**src/rtl/gol_edit_arbiter.sv**
```systemverilog
// gol_edit_arbiter
//   Owns the single write port of the MAX_X x MAX_Y cell-state store.
//   Two requesters share it:
//     - the generation engine (gen_req/gen_gnt/gen_done): one Conway step per grant
//     - the pattern stamper: writes a PAT_DIM x PAT_DIM pattern at the cursor,
//       one cell per cycle, with toroidal wrap-around
//   A pending stamp always wins over a generation request.
// Ports:
//   clk, rst          clock, synchronous active-low reset
//   freeze            hold off generation grants (stamps still run)
//   stamp_req         1-cycle stamp request; pattern_mat/cursor_x/cursor_y captured with it
//   gen_req/gen_done  engine handshake; gen_gnt is the grant level
//   wr_en/wr_addr/wr_data  stamp write port (addr = y*MAX_X + x), zeroed when idle
//   busy              state != IDLE
//   stamp_done        coincident with the last stamp write
//   stamp_err         pulse one cycle after an out-of-range stamp_req
module gol_edit_arbiter #(
  parameter int MAX_X   = 64,
  parameter int MAX_Y   = 48,
  parameter int PAT_DIM = 8
) (
  input  logic        clk,
  input  logic        rst,
  input  logic        freeze,
  input  logic        stamp_req,
  input  logic [63:0] pattern_mat,
  input  logic [7:0]  cursor_x,
  input  logic [7:0]  cursor_y,
  input  logic        gen_req,
  input  logic        gen_done,
  output logic        gen_gnt,
  output logic        wr_en,
  output logic [11:0] wr_addr,
  output logic        wr_data,
  output logic        busy,
  output logic        stamp_done,
  output logic        stamp_err
);

  localparam int NCELL = PAT_DIM * PAT_DIM;
  localparam int KW    = $clog2(NCELL);
  localparam int CW    = $clog2(PAT_DIM);
  localparam int XW    = $clog2(MAX_X);
  localparam int YW    = $clog2(MAX_Y);

  typedef enum logic [1:0] {IDLE, STAMP, GEN} state_t;

  state_t             state_q, state_d;
  logic [KW-1:0]      k_q, k_d;
  logic [NCELL-1:0]   pat_q, pat_d;
  logic [XW-1:0]      cx_q, cx_d;
  logic [YW-1:0]      cy_q, cy_d;
  logic               slot_vld_q, slot_vld_d;
  logic [NCELL-1:0]   slot_pat_q, slot_pat_d;
  logic [XW-1:0]      slot_cx_q, slot_cx_d;
  logic [YW-1:0]      slot_cy_q, slot_cy_d;
  logic               err_q, err_d;

  logic               in_range, req_ok;
  logic [CW-1:0]      col;
  logic [KW-CW-1:0]   row;
  logic [XW:0]        xs, xw;
  logic [YW:0]        ys, yw;
  logic [11:0]        addr;

  assign in_range = (cursor_x < 8'(MAX_X)) && (cursor_y < 8'(MAX_Y));
  assign req_ok   = stamp_req && in_range;

  // Wrap by a single compare-and-subtract: origin < MAX and offset < PAT_DIM <= MAX,
  // so the sum is always below 2*MAX.
  assign col = k_q[CW-1:0];
  assign row = k_q[KW-1:CW];
  assign xs  = {1'b0, cx_q} + (XW+1)'(col);
  assign ys  = {1'b0, cy_q} + (YW+1)'(row);
  assign xw  = (xs >= (XW+1)'(MAX_X)) ? xs - (XW+1)'(MAX_X) : xs;
  assign yw  = (ys >= (YW+1)'(MAX_Y)) ? ys - (YW+1)'(MAX_Y) : ys;
  assign addr = 12'(yw) * 12'(MAX_X) + 12'(xw);

  always_comb begin
    state_d    = state_q;
    k_d        = k_q;
    pat_d      = pat_q;
    cx_d       = cx_q;
    cy_d       = cy_q;
    slot_vld_d = slot_vld_q;
    slot_pat_d = slot_pat_q;
    slot_cx_d  = slot_cx_q;
    slot_cy_d  = slot_cy_q;
    err_d      = stamp_req && !in_range;

    // Requests arriving while busy park in the slot; newest overwrites.
    if (req_ok && state_q != IDLE) begin
      slot_vld_d = 1'b1;
      slot_pat_d = pattern_mat;
      slot_cx_d  = cursor_x[XW-1:0];
      slot_cy_d  = cursor_y[YW-1:0];
    end

    case (state_q)
      IDLE: begin
        // A request this cycle bypasses the slot so the first write lands next cycle.
        if (req_ok || slot_vld_q) begin
          state_d    = STAMP;
          k_d        = '0;
          pat_d      = req_ok ? pattern_mat       : slot_pat_q;
          cx_d       = req_ok ? cursor_x[XW-1:0]  : slot_cx_q;
          cy_d       = req_ok ? cursor_y[YW-1:0]  : slot_cy_q;
          slot_vld_d = 1'b0;
        end else if (gen_req && !freeze) begin
          state_d = GEN;
        end
      end
      STAMP: begin
        k_d = k_q + 1'b1;
        if (k_q == KW'(NCELL-1)) state_d = IDLE;
      end
      GEN: begin
        if (gen_done) state_d = IDLE;
      end
      default: state_d = IDLE;
    endcase
  end

  always_ff @(posedge clk) begin
    if (!rst) begin
      state_q    <= IDLE;
      k_q        <= '0;
      pat_q      <= '0;
      cx_q       <= '0;
      cy_q       <= '0;
      slot_vld_q <= 1'b0;
      slot_pat_q <= '0;
      slot_cx_q  <= '0;
      slot_cy_q  <= '0;
      err_q      <= 1'b0;
    end else begin
      state_q    <= state_d;
      k_q        <= k_d;
      pat_q      <= pat_d;
      cx_q       <= cx_d;
      cy_q       <= cy_d;
      slot_vld_q <= slot_vld_d;
      slot_pat_q <= slot_pat_d;
      slot_cx_q  <= slot_cx_d;
      slot_cy_q  <= slot_cy_d;
      err_q      <= err_d;
    end
  end

  assign wr_en      = (state_q == STAMP);
  assign wr_addr    = wr_en ? addr : 12'd0;
  assign wr_data    = wr_en & pat_q[k_q];
  assign stamp_done = wr_en && (k_q == KW'(NCELL-1));
  assign gen_gnt    = (state_q == GEN);
  assign busy       = (state_q != IDLE);
  assign stamp_err  = err_q;

endmodule

```
**config.mk**
```make
export PLATFORM = sky130hd
export DESIGN_NAME = gol_edit_arbiter
export DESIGN_NICKNAME = d
export VERILOG_FILES = /design/src/rtl/gol_edit_arbiter.sv
export SDC_FILE = /design/constraint.sdc
export NUM_CORES = 1
export LEC_CHECK = 0
export ABC_CLOCK_PERIOD_IN_PS = 3600
export CAP_MARGIN = 40
export CORE_MARGIN = 2
export CORE_UTILIZATION = 40
export CTS_BUF_LIST = sky130_fd_sc_hd__clkbuf_4
export DETAILED_ROUTE_END_ITERATION = 8
export GPL_ROUTABILITY_DRIVEN = 0
export PLACE_DENSITY_LB_ADDON = 0.1
export SYNTH_ARGS = -nofsm -noshare
export SYNTH_HDL_FRONTEND = slang
export SYNTH_SLANG_ARGS = --single-unit
```
**constraint.sdc**
```tcl
create_clock -name clk -period 3.6 [get_ports clk]
set_input_delay 1.08 -clock clk [delete_from_list [all_inputs] [get_ports clk]]
set_output_delay 1.08 -clock clk [all_outputs]
set_load 0.05 [all_outputs]
```
; After elaboration in Yosys (flattened, before gate mapping)
; Index checks and enable logic that the tools add are counted.
[op_classes]
n_reduce_logical = 15
muxes = 18
magnitude_cmp = 5
bitwise_logic = 1
addsub = 6
n_eq_ne = 7
[ops]
columns = operator, n
row1 = 64-bit two-way mux, 1
row2 = 6-bit two-way mux, 4
row3 = 6-bit by 3-bit adder with 7-bit output, 2
row4 = 12-bit by 7-bit adder with 12-bit output, 1
row5 = 12-bit two-way mux, 1
row6 = 6-bit case mux with 2 select lines, 1
row7 = 8-bit by 6-bit < comparator with 1-bit output (second input constant), 1
row8 = 8-bit by 7-bit < comparator with 1-bit output (second input constant), 1
row9 = 2-bit two-way mux, 4
row10 = 7-bit by 6-bit >= comparator with 1-bit output (second input constant), 1
row11 = 7-bit >= comparator (second input constant), 1
row12 = 6-bit by 7-bit < comparator with 1-bit output (second input constant), 1
row13 = 7-bit two-way mux, 1
row14 = 7-bit subtractor (second input constant), 1
row15 = 6-bit by 1-bit adder with 6-bit output (second input constant), 1
row16 = 1-bit binary-select mux with 6-bit select, 1
row17 = 6-bit equality test (second input constant), 1
row18 = 1-bit logical AND, 6
row19 = 2-bit case mux with 3 select lines, 1
row20 = 6-bit subtractor (second input constant), 1
row21 = 1-bit two-way mux, 4
row22 = 2-bit inequality test (second input constant), 2
row23 = 2-bit AND reduction, 2
row24 = 2-bit nonzero test, 2
row25 = 9 further kinds, 10
[totals]
out_inout_bits = 18
regBits = 162
in_bits = 86

; Longest topological paths before layout
[depth]
depth_word = 7
mapped_depth = 14
depth_no_buf = 14

; Least setup slack after synthesis
; No wires, ideal clock.
[synth_path]
kind = register -> output
from = register k_q[3]
to = output wr_addr[10]
required_time_ns = 2.520
arrival_time_ns = 3.342
setup_slack_ns = -0.822
stages_incl_launch_ff = 15
cell_sequence = dfxtp_1 > ha_1 > inv_1 > fa_1 > nor2b_1 > o21ai_0 > xor2_1 > inv_1 > ha_1 > nand2_1 > or3_1 > o211a_1 > nor3_1 > o21bai_1 > mux2i_1
[synth_via]
elab_chain_cells = 5
[synth_lines]
columns = element, line_no
row1 = "start, declared", 49  ; logic [KW-1:0] k_q, k_d;
row2 = "start signal, assigned", 138  ; k_q <= k_d;
row3 = 6-bit by 3-bit adder with 7-bit output (*), 74  ; assign ys = {1'b0, cy_q} + (YW+1)'(row);
row4 = 6-bit subtractor / 7-bit by 6-bit >= comparator with 1-bit output (equally long branches), 76  ; assign yw = (ys >= (YW+1)'(MAX_Y)) ? ys - (YW+1)'(MAX_Y) : ys;
row5 = 6-bit two-way mux (*), 76
row6 = 12-bit by 7-bit adder with 12-bit output (*), 77  ; assign addr = 12'(yw) * 12'(MAX_X) + 12'(xw);
row7 = 12-bit two-way mux (*), 151  ; assign wr_addr = wr_en ? addr : 12'd0;
row8 = "end, declared", 33  ; output logic [11:0] wr_addr,
; Every way passes the cells marked *; elsewhere a longest branch is shown, timed or not.

; Final worst setup path
[layout_path]
from = register k_q[3]
to = output wr_addr[11]
; The elaborated chain is that of the path after synthesis.

==> out/results.tsv <==
stage	metric	value	unit
floorplan	die_w	139.6	µm
place	detailed_place.area	0.008838	mm²
min_path	hp-start	slot_pat_q[24]$_SDFFE_PN0P_	
synthesis	synth.most_common_cell	nand2_1	
global_route	antenna_found_initial	1	
detailed_routing	finalWirelength	19.55	mm
clock_tree	h-tree-depth	4	
timing	period_needed	4.477	ns
global_route	grt-busiest-layer	met2	
synthesis	synth_commonest_cells	nand2_1 (313), dfxtp_1 (162), nor2_1 (93), a21oi_1 (90), a311oi_1 (76)	
pwr	combPwrFrac	7.9	%
synthesis	seq_area_frac_synth	44.12	%
critical_path	crit_start	k_q[3]$_SDFFE_PN0P_	
detailed_routing	drt-initial-drc-count	429	
run	maxCapViolCount	0	
timing	setup-violations-final	3	
detailed_routing	drcViolationCount	0	
synthesis	syn-instance-count	927	
synthesis	yosysTopAreaCellShare	44.12	%
critical_path	path_class	reg -> out	
critical_path	r2r-start	state_q[1]$_SDFFE_PN0P_	
final_layout	num-fill-cells	1799	
critical_path	cp_max_fo	3	
final_layout	nets	1113	
timing	hold_slack	0.4619	ns
critical_path	crit_slowest_cell	dfxtp_4	
synthesis	yosysUniqueCellTypes	45	
detailed_routing	dr.pass1.iters	5	
timing	setup_tns	-1.816	ns
place	placedCellCount	1223	
critical_path	slowest_delay	0.38	ns
pwr	cellPowerDensity	355.9	mW/mm²
run_status	run_status	finished, violations left	
floorplan	die-area	0.01948	mm²
timing	max_freq	0.2234	GHz
clock_tree	cts.clk_slew.worst_paths	0.13	ns
pwr	p_sw	0.7696	mW
timing	slew_violations	0	
pwr	p_int	2.521	mW
synthesis	synthTopCellsByArea	dfxtp_1 (44%), nand2_1 (16%), a311oi_1 (9.1%)	
final_layout	fin_cells	1258	
floorplan	coreArea	0.01802	mm²
pwr	power	3.291	mW
clock_tree	cts.sinks	162	
synthesis	async_flop_share	0	%
clock_tree	cts_tree	done	
clock_tree	cts_root_buf	clkbuf_4	
detailed_routing	dr_total_vias	6589	
global_route	grt_max_degree	65	
final_layout	fin_area	0.009246	mm²
critical_path	end_kind	output pin	
min_path	min_path_type	reg -> reg	
global_route	gr-usage-met2	30.96	%
pwr	p_leak	2.878	nW
critical_path	critical-path-top-delay-family	compound AO/OA/AOI/OAI gates	
detailed_routing	vias_per_cell	5.238	
global_route	grt_pass1_wl	32.53	mm
clock_tree	cts.path.max_buffers	2	
timing	rsz0062_at_grt	yes	
synthesis	ys.flop_type	dfxtp_1	
place	port_buffers	103	
synthesis	synth_nets	1025	
critical_path	crit_chain	ha_4, inv_2, fa_2, nor2b_2, o21ai_2, xor2_1, inv_1, ha_2, nand2_2, or3_1, o211a_1, o2111a_1, a311o_2, buf_6	
floorplan	core.rowCount	49	
synthesis	ys_warn_count	0	
place	dp_hpwl	12.59	mm
floorplan	floorplan.initialDensity	40.78	%
timing	timing.slew.headroom	62.11	%
pwr	swShare	23.39	%
timing	fin_skew	0.01098	ns
final_layout	synthToLayoutAreaGrowth	25.79	%
synthesis	synth_edf_count	0	
floorplan	die_h	139.6	µm
pwr	p_seq_share	55.4	%
run_status	failed_checks	negative setup slack	
synthesis	avgSynthCellArea	7.930	µm²
global_route	grt_pass1_vias	6311	
timing	layout_setup_ws	-0.8769	ns
timing	fin_crit_sh	124.4	%
timing	tightest_slew	0.5639	ns
pwr	pwr-share-clk	36.7	%
global_route	grt_use_met3	4.129	%
critical_path	worstPathRequired	2.52	ns
synthesis	yosys.area.top_type	dfxtp_1	
detailed_routing	antenna_left	0	
global_route	grt_overflow	0	
synthesis	syn-cell-area	0.007351	mm²
detailed_routing	wl_per_cell	15.54	µm
critical_path	arrival	3.40	ns
critical_path	crit_buf_inv	3	
global_route	met1_usage	30.03	%
clock_tree	clk_latency	0.55	ns
timing	hold_viol	0	
floorplan	io_pins	104	
global_route	grt.total_usage	20.51	%
pwr	ir_worst_vdd	0.2082	mV
clock_tree	holdBufCountCts	0	
critical_path	startpoint_type	flip-flop	
clock_tree	cts_made_buffers	17	
synthesis	ys_ff_latch	162	
final_layout	drive_gt1_share	12.94	%
## kinds of logic after synthesis
kind of cell,synth area share [%]
multiplexers,5.821
buffers and inverters,5.157
other,0.05101
XOR/XNOR,0.9532
adder cells (fa/ha/maj),2.247
AO/OA/AOI/OAI,18.04
AND/OR/NAND/NOR,23.61
flip-flops,44.12
## power by group through the flow
stage | sequential [mW] | combinational (mW) | clock, mW
final | 1.82 | 0.258 | 1.21
after global routing | 1.83 | 0.280 | 1.32
after CTS | 1.82 | 0.260 | 1.25
after detailed placement | 1.87 | 0.258 | 0
after global placement | 1.86 | 0.260 | 0
after floorplan | 1.86 | 0.102 | 0
## worst paths after layout
check,endpoint,slack (ns),cells past startpoint
worst max register to register,k_q[4]$_SDFFE_PN0P_,1.76,5
worst min register to register,slot_pat_q[24]$_SDFFE_PN0P_,0.46,2
worst max-delay path,wr_addr[11],-0.88,14
worst min-delay path,slot_pat_q[24]$_SDFFE_PN0P_,0.46,2
## repair_timing
item,4_1_cts,5_1_grt
endpoints found under the setup margin,8,6
buffers inserted,2,0
cloned,0,0
resized for setup,17,7
pin swaps,1,1
hold endpoints to repair,0,0
## cell type report
type	count	area, µm²	area share (%)
flip-flops and latches	162	3258	35.24
clock inverters	11	161.4	1.746
multi-input cells	678	3839	41.52
well taps	229	286.5	3.099
clock buffers	21	157.7	1.705
repair buffers	142	1483	16.04
inverters	14	58.81	0.6360
diodes	1	2.502	0.02706
## flip-flops by register name (all words and copies together) (netlist names)
signal and count:
k_q 6, cy_q 6, pat_q 64, cx_q 6, stamp_err 1, state_q 2
slot_vld_q 1, slot_cy_q 6, slot_pat_q 64, slot_cx_q 6
## stage by stage
step / worst slack (ns) / util [%]
2_1_floorplan: -0.3523 / -
6_report: -0.8769 / 51.30
3_3_place_gp: -0.3273 / 49.04
4_1_cts: -0.9022 / 51.19
5_1_grt: -1.054 / 51.30
3_5_place_dp: -0.3429 / 49.04
## worst min-delay path, cell delays in order, from the launching register on
cell and delay, ns:
dfxtp_1 0.33, nand2_1 0.05, a21oi_1 0.05
## routing by layer
layer	vias to the layer above	part of all wire, %
met1	3059	50
met2	152	45
met4	0	1.3
met3	16	4.5
met5	-	0
li1	3362	-
## layout by cell type (no fill, tap or decap), drive strengths merged, types with 10 or more instances in the layout
master,n
a21oi,90
a311oi,76
buf,53
clkbuf,21
clkdlybuf4s50,89
dfxtp,162
ha,10
inv,12
mux4,15
nand2,313
nor2,93
Note: power is estimated with default switching activity, not from simulation.
